[src/rtl/phj_pkg.sv]
// Shared definitions for the partitioned hash join phase controller.
//   phj_ctrl_state_t : controller phase encoding
//   PHJ_LANES        : lane count of the join datapath
//   popcount8        : number of set bits in an 8-lane mask (0..8)
package phj_pkg;

  localparam int unsigned PHJ_LANES = 8;

  typedef enum logic [2:0] {
    IDLE,
    INIT,
    BUILD,
    DRAIN_B,
    PROBE,
    DRAIN_P,
    DONE
  } phj_ctrl_state_t;

  function automatic logic [3:0] popcount8(input logic [7:0] v);
    logic [3:0] c;
    c = 4'd0;
    for (int i = 0; i < 8; i++) begin
      c = c + 4'(v[i]);
    end
    return c;
  endfunction

endpackage

[src/rtl/phj_sat_counter.sv]
// Saturating accumulator used for the build, probe and result tallies.
//   clk     : clock
//   reset   : synchronous active-high reset (count -> 0)
//   i_clr   : synchronous clear, wins over i_inc
//   i_inc   : amount to add this cycle (0..8)
//   o_count : current count, sticks at all-ones instead of wrapping
module phj_sat_counter #(
  parameter int unsigned CNT_W = 32
) (
  input  logic             clk,
  input  logic             reset,
  input  logic             i_clr,
  input  logic [3:0]       i_inc,
  output logic [CNT_W-1:0] o_count
);

  logic [CNT_W-1:0] r_count;
  logic [CNT_W:0]   w_sum;

  // One extra bit catches the carry out that signals overflow.
  assign w_sum = {1'b0, r_count} + (CNT_W + 1)'(i_inc);

  always_ff @(posedge clk) begin
    if (reset) begin
      r_count <= '0;
    end else if (i_clr) begin
      r_count <= '0;
    end else if (w_sum[CNT_W]) begin
      r_count <= '1;
    end else begin
      r_count <= w_sum[CNT_W-1:0];
    end
  end

  assign o_count = r_count;

endmodule

[src/rtl/phj_join_controller.sv]
// Phase sequencer for the 8-lane partitioned hash join. Gates build/probe
// valid/ready so tuples only enter in their phase, waits for hash table
// init, detects build and probe drain, raises start_probing and counts
// accepted build tuples, probe tuples and result beats.
//   clk, reset                : clock, synchronous active-high reset
//   cmd_start/busy/done       : host control (start join or re-probe)
//   build_src_* / probe_src_* : tuple source handshakes and done levels
//   phj_build_in_* / phj_probe_in_* : gated handshakes to the join
//   phj_ht_initialized        : hash tables ready
//   phj_ht_out_valid          : per-lane join result valid
//   phj_start_probing         : sticky probe-phase flag to the join
//   build/probe/result_count  : saturating tallies
module phj_join_controller
  import phj_pkg::*;
#(
  parameter int unsigned LANES        = 8,
  parameter int unsigned CNT_W        = 32,
  parameter int unsigned DRAIN_CYCLES = 16
) (
  input  logic             clk,
  input  logic             reset,
  input  logic             cmd_start,
  output logic             cmd_busy,
  output logic             cmd_done,
  input  logic [LANES-1:0] build_src_valid,
  output logic [LANES-1:0] build_src_ready,
  input  logic             build_src_done,
  input  logic [LANES-1:0] probe_src_valid,
  output logic [LANES-1:0] probe_src_ready,
  input  logic             probe_src_done,
  output logic [LANES-1:0] phj_build_in_valid,
  input  logic [LANES-1:0] phj_build_in_ready,
  output logic [LANES-1:0] phj_probe_in_valid,
  input  logic [LANES-1:0] phj_probe_in_ready,
  input  logic             phj_ht_initialized,
  input  logic [LANES-1:0] phj_ht_out_valid,
  output logic             phj_start_probing,
  output logic [CNT_W-1:0] build_count,
  output logic [CNT_W-1:0] probe_count,
  output logic [CNT_W-1:0] result_count
);

  localparam int unsigned QW = $clog2(DRAIN_CYCLES + 1);

  phj_ctrl_state_t r_state, w_state_d;
  logic [QW-1:0]   r_quiet, w_quiet_d;
  logic            r_start_probing;

  logic w_build_en, w_probe_en;
  logic w_activity, w_quiet_full;
  logic w_clr_all, w_clr_probe;
  logic [3:0] w_build_inc, w_probe_inc, w_result_inc;

  assign w_build_en = (r_state == BUILD);
  assign w_probe_en = (r_state == PROBE);

  assign phj_build_in_valid = build_src_valid & {LANES{w_build_en}};
  assign build_src_ready    = phj_build_in_ready & {LANES{w_build_en}};
  assign phj_probe_in_valid = probe_src_valid & {LANES{w_probe_en}};
  assign probe_src_ready    = phj_probe_in_ready & {LANES{w_probe_en}};

  assign cmd_busy          = (r_state != IDLE) && (r_state != DONE);
  assign cmd_done          = (r_state == DONE);
  assign phj_start_probing = r_start_probing;

  // Drain activity: backpressure from the build side, results still emerging.
  assign w_activity = ((r_state == DRAIN_B) && !(&phj_build_in_ready)) ||
                      ((r_state == DRAIN_P) && (|phj_ht_out_valid));
  assign w_quiet_full = (r_quiet == QW'(DRAIN_CYCLES));

  // Held at zero outside the drain states, so each drain starts from zero.
  always_comb begin
    w_quiet_d = '0;
    if (((r_state == DRAIN_B) || (r_state == DRAIN_P)) && !w_activity) begin
      w_quiet_d = w_quiet_full ? r_quiet : r_quiet + QW'(1);
    end
  end

  always_comb begin
    w_state_d   = r_state;
    w_clr_all   = 1'b0;
    w_clr_probe = 1'b0;
    unique case (r_state)
      IDLE: begin
        if (cmd_start) begin
          w_state_d = INIT;
          w_clr_all = 1'b1;
        end
      end
      INIT: begin
        if (phj_ht_initialized) w_state_d = BUILD;
      end
      BUILD: begin
        if (build_src_done && (build_src_valid == '0)) w_state_d = DRAIN_B;
      end
      DRAIN_B: begin
        if (w_quiet_full && phj_ht_initialized) w_state_d = PROBE;
      end
      PROBE: begin
        if (probe_src_done && (probe_src_valid == '0)) w_state_d = DRAIN_P;
      end
      DRAIN_P: begin
        if (w_quiet_full) w_state_d = DONE;
      end
      DONE: begin
        if (cmd_start) begin
          w_state_d   = PROBE;
          w_clr_probe = 1'b1;
        end
      end
      default: w_state_d = IDLE;
    endcase
  end

  always_ff @(posedge clk) begin
    if (reset) begin
      r_state         <= IDLE;
      r_quiet         <= '0;
      r_start_probing <= 1'b0;
    end else begin
      r_state         <= w_state_d;
      r_quiet         <= w_quiet_d;
      // Sticky: set on entry to PROBE so it is high in the first PROBE cycle.
      r_start_probing <= r_start_probing || (w_state_d == PROBE);
    end
  end

  assign w_build_inc  = popcount8(phj_build_in_valid & build_src_ready);
  assign w_probe_inc  = popcount8(phj_probe_in_valid & probe_src_ready);
  assign w_result_inc = ((r_state == PROBE) || (r_state == DRAIN_P)) ?
                        popcount8(phj_ht_out_valid) : 4'd0;

  phj_sat_counter #(.CNT_W(CNT_W)) u_build_cnt (
    .clk     (clk),
    .reset   (reset),
    .i_clr   (w_clr_all),
    .i_inc   (w_build_inc),
    .o_count (build_count)
  );

  phj_sat_counter #(.CNT_W(CNT_W)) u_probe_cnt (
    .clk     (clk),
    .reset   (reset),
    .i_clr   (w_clr_all || w_clr_probe),
    .i_inc   (w_probe_inc),
    .o_count (probe_count)
  );

  phj_sat_counter #(.CNT_W(CNT_W)) u_result_cnt (
    .clk     (clk),
    .reset   (reset),
    .i_clr   (w_clr_all || w_clr_probe),
    .i_inc   (w_result_inc),
    .o_count (result_count)
  );

endmodule

[config.mk]
export PLATFORM = sky130hd
export DESIGN_NAME = phj_join_controller
export DESIGN_NICKNAME = d
export VERILOG_FILES = /design/src/rtl/phj_pkg.sv /design/src/rtl/phj_sat_counter.sv /design/src/rtl/phj_join_controller.sv
export SDC_FILE = /design/constraint.sdc
export NUM_CORES = 1
export LEC_CHECK = 0
export CORE_MARGIN = 2
export CORE_UTILIZATION = 35
export CTS_BUF_LIST = sky130_fd_sc_hd__clkbuf_4 sky130_fd_sc_hd__clkbuf_8 sky130_fd_sc_hd__clkbuf_16
export DETAILED_ROUTE_END_ITERATION = 12
export PLACE_DENSITY_LB_ADDON = 0.25
export SYNTH_ARGS = -nofsm -noshare
export SYNTH_HDL_FRONTEND = slang
export SYNTH_SLANG_ARGS = --single-unit
export TNS_END_PERCENT = 50
[constraint.sdc]
create_clock -name clk -period 17.8 [get_ports clk]
set_input_delay 5.34 -clock clk [delete_from_list [all_inputs] [get_ports clk]]
set_output_delay 5.34 -clock clk [all_outputs]
set_load 0.05 [all_outputs]
### Word-level counts from Yosys, hierarchy flattened

Index checks and enable logic that the tools add are counted.

* bits in writable memories: 0
* flip-flop bits (word level): 105
* output and inout bits: 131
* input port bits: 46
* logic and storage cells: 85
* bits in latches: 0
* memories: 0
* memory bits (read-only): 0

* muxes and demuxes: 15
* magnitude comparators: 0
* equality and inequality tests: 9
* bitwise gates (word level): 7
* divide/modulo/power cells: 0
* multiply operators: 0
* reductions and logical operators: 23
* add/subtract/negate cells: 25
* shift-type cells: 0

Operator list (count)
* adder 32 x 4 -> 33 bit: 3
* 2-to-1 mux 32 bit: 3
* adder 4 x 1 -> 4 bit: 12
* bitwise AND 8 bit: 6
* 2-to-1 mux 3 bit: 7
* case mux 3 bit (7 select lines): 1
* zero test 8 bit: 2
* adder 3 x 1 -> 4 bit: 3
* equality test 3 bit, second input constant: 4
* adder 2 x 1 -> 3 bit: 3
* AND reduction 8 bit: 1
* OR reduction 8 bit: 1
* logical AND 1 bit: 7
* adder 1 x 1 -> 2 bit: 3
* equality test 3 x 2 -> 1 bit, second input constant: 2
* OR reduction 2 bit: 3
* adder 5 x 1 -> 5 bit, second input constant: 1
* equality test 5 bit, second input constant: 1
* logical OR 1 bit: 5
* 2-to-1 mux 4 bit: 1
* equality test 3 x 1 -> 1 bit, second input constant: 1
* zero test 3 bit: 1
* 2-to-1 mux 1 bit: 3
* inequality test 3 bit, second input constant: 1
* 3 further kinds: 4

### Longest topological paths before layout

Gate-level depths: netlist (run 1).

* depth after elaboration: 12
* gate-level depth with buffers: 18
* depth with buffers taken out: 15

### By module

A second synthesis (run 1) with hierarchy kept.

* cells, all modules: 725
* area total of the unflattened synthesis: 6628.9 µm²

By module, submodules not included
* phj_sat_counter: cells each 178, times used 3, area an instance 1714.1 µm², seq. area each 640.6 µm²
* phj_join_controller: cells each 191, times used 1, area an instance 1486.4 µm², seq. area each 180.2 µm²

### Worst setup path after synthesis (run 1)

OpenSTA, ideal clock, no wires.

* kind: input -> output
* from: input build_src_valid[0]
* to: output phj_build_in_valid[0]
* path slack: 6697 ps
* arrival time: 5763 ps
* data required time: 12460 ps
* cell stages on the path: 1
* buffers on the path: 0
* path through: and2_1

* cells in the longest elaborated chain, start to end: 1

Ends and longest elaborated chain
* from (decl): RTL line phj_join_controller.sv:25 `input logic [LANES-1:0] build_src_valid,`
* bitwise AND 8 bit: RTL line phj_join_controller.sv:57 `assign phj_build_in_valid = build_src_valid & {LANES{w_build_en}};`
* to (decl): RTL line phj_join_controller.sv:31 `output logic [LANES-1:0] phj_build_in_valid,`

No other way between the ends.

### Final worst setup path (run 1)

* from: input probe_src_valid[3]
* to: output phj_probe_in_valid[3]

* cells in the longest elaborated chain, start to end: 1

Ends and longest elaborated chain
* from (decl): RTL line phj_join_controller.sv:28 `input logic [LANES-1:0] probe_src_valid,`
* bitwise AND 8 bit: RTL line phj_join_controller.sv:59 `assign phj_probe_in_valid = probe_src_valid & {LANES{w_probe_en}};`
* to (decl): RTL line phj_join_controller.sv:33 `output logic [LANES-1:0] phj_probe_in_valid,`

No other way between the ends.

==> metrics.txt, run 1 <==
Slew Viols, Final=0; Vias/cell=5.19; Setup-failing EPs final=0; Area Overhead vs Synth=36.6%; simple-gate share of the synthesized area=25.8%; via count=5775; final period utilization=68.4%; crit path capture type=output pin; post-synthesis adder-cell area fraction=9.34%; dominant synthesized flop cell=dfxtp_1; number of synthesized register bits=105; initial antenna violation count=0; MaxCap Viol Count=0; maximum vdd ir drop=0.0000437 V; Synth top area share=34.1%; post-synthesis mux area share=0.325%; final WL=16800 um; Filler cells=1678; first-pass GRT wire length=26700 um; routability congestion estimate=0.818; fmax=0.0821 GHz; Die X=137 um; CTS H-tree lvls=3; leakage=2.95 nW; synth top area cells=dfxtp_1 34%, xor2_1 6.8%, a21oi_1 6.7%, fa_1 4.9%, ha_1 4.5%; CP arrival=6.84 ns; Worst Path Required=12.46 ns; Final HPWL DP=12300 um; All-Layer GR Usage=17.7%; Antenna Cells=0; core area=17200 um2; IO Count=177; R2R Setup Slk=11.82 ns; Sink Count=105; Slew headroom=22.7%; kind of critical path=primary input to output pin; GRT overflow=0; Power Total=0.483 mW; # rows=48; post-cts gate resize count=0; average size of a mapped cell=8.55 um2; IO Port Bufs=176; clock-pin slew on the worst setup and hold paths=0.07 ns; post-synthesis net count=804; largest net degree at the start of global routing=65; XOR/XNOR Fraction of Synth Area=11.2%; CP max FO=3; drt pass-1 iters=5; Startpoint Class=primary input; Cells after Synth=721; CTS tree=done; CTS Buf Count=9; synth warn=0; Starting Density=35.8%; RSZ-0062 raised after global routing=no; layout cells sized above 1=5.07%; Worst Tran Pin Value=1.15 ns; Yosys cell types=54; pwr dens=57.3 nW/um2; worst skew pair latency=0.35 ns; Compound-Gate Fraction of Synth Area=14.7%; HP Class=flip-flop to flip-flop; setup TNS=0 ns; Die H=137 um; number of DRC markers in iteration 0=346; Clock Skews=0.0129 ns; outcome=complete, no violations; CTS root buffer=clkbuf_16; Async S/R FF share, synth=0%; WL/cell=15.1 um; Clock Tree Buf Depth=2; mapped cell area=6160 um2; crit path time final=12.18 ns; final hold violations=0; sequential cell area fraction in the yosys report=34.1%; largest family of logic cells by synthesized area=simple AND/OR/NAND/NOR gates; Post-synth EDFFs=0; Setup Buffers After CTS=0; drc violations=0; final net count=966; vias in the first global route=5270; cell taking the most area after synthesis=dfxtp_1; remaining antenna violation count=0; die area=18700 um2; CTS Hold Bufs=0
## per-stage QoR
stage | std cells | utilization, % | hold WS [ns] | instance area, um2 | setup slack, ns
floorplan | 721 | - | 0.471 | 6160 | 6.70
global placement | 1097 | 47.1 | 0.482 | 8120 | 5.58
detailed placement | 1097 | 47.1 | 0.473 | 8120 | 5.60
CTS | 1113 | 48.8 | 0.490 | 8420 | 5.60
global route | 1113 | 48.8 | 0.500 | 8420 | 5.57
finish | 1113 | 48.8 | 0.485 | 8420 | 5.62
## logic make-up after synthesis
family,after synthesis
xor gates and xnor gates,79
AOI/OAI and AO/OA,146
buffers and inverters,68
adders and majority gates,37
and+or+nand+nor,284
DFF,105
muxes,2
## cell usage after synthesis (23+ instances only)
cell	count
dfxtp_1	105
xnor2_1	31
nor2_1	32
xor2_1	48
inv_1	37
and2_1	35
nand2_1	46
and3_1	29
nand4_1	41
a21oi_1	83
clkbuf_1	23
nand3_1	33
## layout by cell type (no fill, tap or decap), types with 5 or more instances in the layout
cell | netlist | routed
nand2_1 | 46 | 46
fa_1 | 15 | 15
a21o_1 | 6 | 5
dfxtp_1 | 105 | 105
and2_1 | 35 | 35
buf_4 | 1 | 6
a21oi_2 | 8 | 8
a31oi_1 | 8 | 8
a21oi_1 | 83 | 83
inv_1 | 37 | 37
ha_1 | 22 | 22
nand3_1 | 33 | 33
nor3_1 | 22 | 22
a211oi_1 | 8 | 8
xor2_1 | 48 | 48
nand4_1 | 41 | 41
and3_1 | 29 | 29
clkbuf_16 | 0 | 9
clkdlybuf4s50_1 | 0 | 176
nor2_1 | 32 | 32
nor4_1 | 12 | 12
xnor2_1 | 31 | 31
o21ai_0 | 8 | 8
## sequential cells by signal, indices dropped and copies added (netlist names)
register              count
u_probe_cnt.o_count      32
r_quiet                   5
u_build_cnt.o_count      32
u_result_cnt.o_count     32
r_state                   3
phj_start_probing         1
## area by class of cell
type,instances,area [um2],share of cell area (%)
Clock buffer,11,253,3.00
Clock inverter,5,46.3,0.550
Inverter,37,139,1.65
Multi-Input combinational cell,548,3790,45.0
Sequential cell,105,2100,25.0
Tap cell,225,282,3.34
Timing Repair Buffer,182,1810,21.5
## report_power, final
group / switching, mW / internal (mW) / leakage, nW
combinational: 0.0257 / 0.0197 / 1.96
clock: 0.0956 / 0.105 / 0.148
sequential: 0.00132 / 0.235 / 0.846
## worst paths after layout
kind / startpoint / to / cells past startpoint
max: probe_src_valid[3] / phj_probe_in_valid[3] / 3
min: phj_start_probing$_SDFF_PP0_ / phj_start_probing$_SDFF_PP0_ / 1
max reg2reg: r_state[2]$_SDFF_PP0_ / u_probe_cnt.o_count[22]$_SDFF_PP0_ / 15
min reg2reg: phj_start_probing$_SDFF_PP0_ / phj_start_probing$_SDFF_PP0_ / 1
## critical path, cell delays in order
cell	delay [ns]
clkdlybuf4s50_1	0.56
and2_1	0.15
clkdlybuf4s50_1	0.80
## layer usage
metal | GRT usage, % | routed length (um) | vias to the layer above
met5 | 0 | 0 | -
met4 | 5.09 | 229 | 0
met3 | 3.81 | 1030 | 15
met2 | 28.2 | 7870 | 164
met1 | 24.1 | 7720 | 2692
li1 | - | - | 2904
Note: power is estimated with default switching activity, not from simulation.
==> inputs of run 2 (changes only) <==
==> constraint.sdc (replaced) <==
create_clock -name clk -period 10.6 [get_ports clk]
set_input_delay 3.18 -clock clk [delete_from_list [all_inputs] [get_ports clk]]
set_output_delay 3.18 -clock clk [all_outputs]
set_load 0.05 [all_outputs]
==> run 2 against run 1 <==
Compared with the run above:
- final cell count is the same
- largest power group unchanged
- clock-buffer cell count stayed put
- worst hold slack improved by 0.0040 ns
- total power is 65% higher
- clock power up 60%
- sequential share of layout area grew 0.056 points
- via count is 0.43% higher
==> metrics.txt, run 2 (synthesis gave the netlist of run 1 again) <==
outcome=complete, no violations (unchanged); placed inst area=8120 um2 (unchanged); CTS root buffer=clkbuf_16 (unchanged); final cell count without fillers=1113 (unchanged); CTS Buf Count=9 (unchanged); RSZ-0062 raised after global routing=no (unchanged); first-pass GRT wire length=26700 um (about the same); IO Count=177 (unchanged); CTS tree=done (unchanged); Slew headroom=23.8% (was 22.7%); worst skew pair latency=0.35 ns (about the same); core area=17200 um2 (unchanged); pre-CTS setup slack=2.39 ns (was 5.60 ns); CTS H-tree lvls=3 (unchanged); design area=8400 um2 (was 8420 um2); crit path from=phj_ht_out_valid[0] (was probe_src_valid[3]); WL/cell=15.2 um (was 15.1 um); Worst Path Required=10.86 ns (was 12.46 ns); Setup-failing EPs final=0 (unchanged); worst hold slack=0.489 ns (was 0.485 ns); drt pass-1 iters=4 (was 5); FF-to-FF path depth=15 (unchanged); pwr dens=94.7 nW/um2 (was 57.3 nW/um2); Starting Density=35.8% (unchanged); final period utilization=74.4%; Die H=137 um (unchanged); Worst Tran Pin Value=1.14 ns (was 1.15 ns); most frequent cells in the layout=176 x clkdlybuf4s50_1, 105 x dfxtp_1, 83 x a21oi_1 (unchanged); kind of critical path=primary input to flip-flop (was primary input to output pin); die area=18700 um2 (unchanged); initial antenna violation count=0 (unchanged); CP dominant cell by count=fa_1 (was clkdlybuf4s50_1); # rows=48 (unchanged); layout cells sized above 1=5.07% (unchanged); via count=5800 (was 5775); All-Layer GR Usage=17.8% (was 17.7%); Die X=137 um (unchanged); Setup Buffers After CTS=0 (unchanged); crit path capture type=flip-flop (was output pin); CP max FO=13 (was 3); clock-pin slew on the worst setup and hold paths=0.07 ns (about the same); setup TNS=0 ns (unchanged); GRT overflow=0 (unchanged); CP arrival=8.14 ns (was 6.84 ns); HP Class=flip-flop to flip-flop (unchanged); Clock Skews=0.0127 ns (was 0.0129 ns); remaining antenna violation count=0 (unchanged); Slew Viols, Final=0 (unchanged); Startpoint Class=primary input (unchanged); post-cts gate resize count=0 (unchanged); Final HPWL DP=12300 um (about the same); MaxCap Viol Count=0 (unchanged); Reg-to-Reg Start=r_state[1]$_SDFF_PP0_ (was r_state[2]$_SDFF_PP0_); largest net degree at the start of global routing=65 (unchanged); final WL=16900 um (was 16800 um); fmax=0.127 GHz; IO Port Bufs=176 (unchanged); Worst path slowest cell=o21bai_1 (was clkdlybuf4s50_1); max incr delay on CP=0.82 ns (was 0.80 ns); Final Worst Setup Slack=2.72 ns (was 5.62 ns); number of DRC markers in iteration 0=283 (was 346); Sink Count=105 (unchanged); leakage=2.93 nW (was 2.95 nW); maximum vdd ir drop=0.0000749 V (was 0.0000437 V); drc violations=0 (unchanged); commonest non-fill, non-tap cell in the layout=clkdlybuf4s50_1 (unchanged); final hold violations=0 (unchanged); Clock Tree Buf Depth=2 (unchanged); crit path time final=7.88 ns; hold path depth=1 (unchanged); Area Overhead vs Synth=36.3% (was 36.6%); Vias/cell=5.21 (was 5.19); hold path startpoint=phj_start_probing$_SDFF_PP0_ (unchanged); CTS Hold Bufs=0 (unchanged); Antenna Cells=0 (unchanged); ordered list of cells on the worst path=clkdlybuf4s50_1, inv_1, fa_1, fa_1, fa_1, inv_1, ha_1, fa_1, xnor2_1, nor3_1, ha_1, o21ai_0, o21bai_1, nand4_1, o21ba_2, a311oi_1 (was clkdlybuf4s50_1, and2_1, clkdlybuf4s50_1); placed cells=1097 (unchanged); routability congestion estimate=0.811 (was 0.818); final net count=966 (unchanged); vias in the first global route=5420 (was 5270)
[run 2: cell types whose count changed in the layout (fill, tap and decap cells not counted)]
cell	change
clkbuf_4	+2
clkbuf_8	-2
clkinv_4	-2
clkinvlp_4	+3
inv_8	-1
[run 2: routing by layer]
metal | GRT usage (%) | part of all wire, % | up-vias
met5 | 0 | 0 | -
met3 | 3.48 | 6.2 | 14
met4 | 6.25 | 1.3 | 0
met2 | 29.5 | 47 | 149
li1 | - | - | 2903
met1 | 23.0 | 45 | 2734
[run 2: final cells by class]
type                            instances  area, um2
Fill cell                            1698       8840
Multi-Input combinational cell        548       3790
Tap cell                              225        282
Sequential cell                       105       2100
Clock buffer                           11        240
Timing Repair Buffer                  182       1810
Inverter                               37        139
Clock inverter                          5       40.0
[run 2: worst paths after layout]
kind / to / slack (ns)
worst max-delay path: u_result_cnt.o_count[31]$_SDFF_PP0_ / 2.72
worst min-delay path: phj_start_probing$_SDFF_PP0_ / 0.49
worst max register to register: u_build_cnt.o_count[12]$_SDFF_PP0_ / 5.10
worst min register to register: phj_start_probing$_SDFF_PP0_ / 0.49
[run 2: worst max-delay path: cells and delay by family]
kind	cells	cell delay, ns
fa+ha+maj	6	2.32
compound gates	4	1.42
buf+inv	3	0.55
simple gates	2	0.52
xor+xnor	1	0.13
[run 2: metrics by stage]
stage	power, mW	util, %
floorplan	0.448	-
global placement	0.483	47.1
detailed placement	0.483	47.1
CTS	0.808	48.7
global route	0.828	48.7
finish	0.795	48.7
[run 2: power breakdown]
group / switching [mW] / leakage, nW / internal, mW / total (mW)
logic: 0.0432 / 1.96 / 0.0330 / 0.0762
clock network: 0.156 / 0.129 / 0.166 / 0.322
registers: 0.00218 / 0.846 / 0.395 / 0.397
==> inputs of run 3 (changes only) <==
==> constraint.sdc (replaced) <==
create_clock -name clk -period 6.5 [get_ports clk]
set_input_delay 1.95 -clock clk [delete_from_list [all_inputs] [get_ports clk]]
set_output_delay 1.95 -clock clk [all_outputs]
set_load 0.05 [all_outputs]
==> run 3 against run 2 <==
Compared with the run above:
- first-iteration DRC count is 6.4% higher
- critical endpoint unchanged
- highest routed layer unchanged
- sequential power is 63% higher
- critical path type unchanged
- via count is 0.38% lower
- routed wire length is 0.27% lower
- global-route usage is 0.085 points higher
- clock-buffer cell count stayed put
==> metrics.txt, run 3 (synthesis gave the netlist of run 1 again) <==
final net count=975 (was 966); layout cells sized above 1=5.92% (was 5.07%); routability congestion estimate=0.805 (was 0.811); pwr dens=165 nW/um2 (was 94.7 nW/um2); CP dominant cell by count=fa_1 (unchanged); Area Overhead vs Synth=39.1% (was 36.3%); Die X=137 um (unchanged); Final HPWL DP=12300 um (about the same); clock-pin slew on the worst setup and hold paths=0.07 ns (about the same); placed inst area=8230 um2 (was 8120 um2); IO Port Bufs=176 (unchanged); Setup-failing EPs final=0 (unchanged); final period utilization=93.7%; Slew Viols, Final=0 (unchanged); GRT overflow=0 (unchanged); HP Class=flip-flop to flip-flop (unchanged); number of DRC markers in iteration 0=301 (was 283); final WL=16800 um (was 16900 um); max incr delay on CP=0.55 ns (was 0.82 ns); Clock Skews=0.00896 ns (was 0.0127 ns); crit path time final=6.09 ns; core area=17200 um2 (unchanged); CTS Buf Count=9 (unchanged); post-cts gate resize count=0 (unchanged); Setup Buffers After CTS=0 (unchanged); vias in the first global route=5330 (was 5420); Filler cells=1666 (was 1698); remaining antenna violation count=0 (unchanged); die area=18700 um2 (unchanged); maximum vdd ir drop=0.000128 V (was 0.0000749 V); initial antenna violation count=0 (unchanged); Slew headroom=46.4% (was 23.8%); most frequent cells in the layout=176 x clkdlybuf4s50_1, 105 x dfxtp_1, 83 x a21oi_1 (unchanged); CP arrival=6.35 ns (was 8.14 ns); final hold violations=0 (unchanged); RSZ-0062 raised after global routing=no (unchanged); setup TNS=0 ns (unchanged); CTS H-tree lvls=3 (unchanged); Reg area=2100 um2 (unchanged); # rows=48 (unchanged); All-Layer GR Usage=17.9% (was 17.8%); first-pass GRT wire length=26800 um (was 26700 um); Antenna Cells=0 (unchanged); largest net degree at the start of global routing=65 (unchanged); Starting Density=35.8% (unchanged); Die H=137 um (unchanged); IO Count=177 (unchanged); commonest non-fill, non-tap cell in the layout=clkdlybuf4s50_1 (unchanged); CP max FO=13 (unchanged); Worst Tran Pin Value=0.798 ns (was 1.14 ns); Startpoint Class=primary input (unchanged); Vias/cell=5.15 (was 5.21); via count=5778 (was 5800); drt pass-1 iters=4 (unchanged); worst skew pair latency=0.35 ns (about the same); WL/cell=15.0 um (was 15.2 um); area occupied by multi-input gates=3790 um2 (unchanged); Sink Count=105 (unchanged); CTS Hold Bufs=0 (unchanged); design area=8570 um2 (was 8400 um2); drc violations=0 (unchanged); kind of critical path=primary input to flip-flop (unchanged); crit path capture type=flip-flop (unchanged); fmax=0.164 GHz; Worst path slowest cell=fa_1 (was o21bai_1); CTS tree=done (unchanged); leakage=3.03 nW (was 2.93 nW); Clock Tree Buf Depth=2 (unchanged); outcome=complete, no violations (unchanged); ordered list of cells on the worst path=clkdlybuf4s50_1, inv_1, fa_1, fa_1, fa_1, inv_1, ha_1, fa_1, xnor2_1, nor3_1, ha_1, o21ai_0, o21bai_1, buf_4, nand4_1, o21ba_2, a311oi_1 (was clkdlybuf4s50_1, inv_1, fa_1, fa_1, fa_1, inv_1, ha_1, fa_1, xnor2_1, nor3_1, ha_1, o21ai_0, o21bai_1, nand4_1, o21ba_2, a311oi_1); Worst Path Required=6.76 ns (was 10.86 ns); CTS root buffer=clkbuf_16 (unchanged); MaxCap Viol Count=0 (unchanged)
==> run 3: final cells by class <==
type / count / area share (%)
inverters: 37 / 1.62
repair buffers: 191 / 22.3
well taps: 225 / 3.28
multi-input cells: 548 / 44.2
clock inverters: 4 / 1.15
flip-flops and latches: 105 / 24.5
clock buffers: 11 / 2.88
==> run 3: worst paths after layout <==
kind                                startpoint  depth (start not counted)                                  end  slack [ns]
setup reg to reg         r_state[2]$_SDFF_PP0_                         15   u_probe_cnt.o_count[28]$_SDFF_PP0_        1.31
setup / recovery           phj_ht_out_valid[0]                         17  u_result_cnt.o_count[31]$_SDFF_PP0_        0.41
hold reg to reg   phj_start_probing$_SDFF_PP0_                          1         phj_start_probing$_SDFF_PP0_        0.48
hold / removal    phj_start_probing$_SDFF_PP0_                          1         phj_start_probing$_SDFF_PP0_        0.48
==> run 3: layer usage <==
| metal | track usage, % | up-vias | part of all wire, % |
|---|---|---|---|
| met1 | 23.8 | 2693 | 45 |
| met5 | 0 | - | 0 |
| li1 | - | 2918 | - |
| met3 | 3.81 | 21 | 6.6 |
| met4 | 6.13 | 0 | 1.7 |
| met2 | 28.7 | 146 | 46 |
==> run 3: critical path, delay by kind of cell <==
kind	cells	cell delay [ns]
xor gates and xnor gates	1	0.14
adders and majority gates	6	2.33
AOI/OAI and AO/OA	4	0.73
buffers and inverters	4	0.79
and+or+nand+nor	2	0.41
==> run 3: where the power goes <==
part	total, mW	internal, mW	switching (mW)
registers	0.648	0.644	0.00350
logic	0.124	0.0537	0.0700
clock network	0.640	0.391	0.249
total	1.41	1.09	0.323
==> run 3: per-stage QoR <==
| stage | power [mW] | hold slack [ns] | util [%] | worst slack [ns] | std cells |
|---|---|---|---|---|---|
| after global placement | 0.787 | 0.470 | 47.7 | 0.125 | 1106 |
| final | 1.41 | 0.479 | 49.7 | 0.408 | 1121 |
| after detailed placement | 0.787 | 0.461 | 47.7 | 0.0969 | 1106 |
| after floorplan | 0.731 | 0.471 | - | 0.230 | 721 |
| after global routing | 1.46 | 0.494 | 49.7 | 0.168 | 1121 |
| after CTS | 1.43 | 0.479 | 49.7 | 0.449 | 1121 |
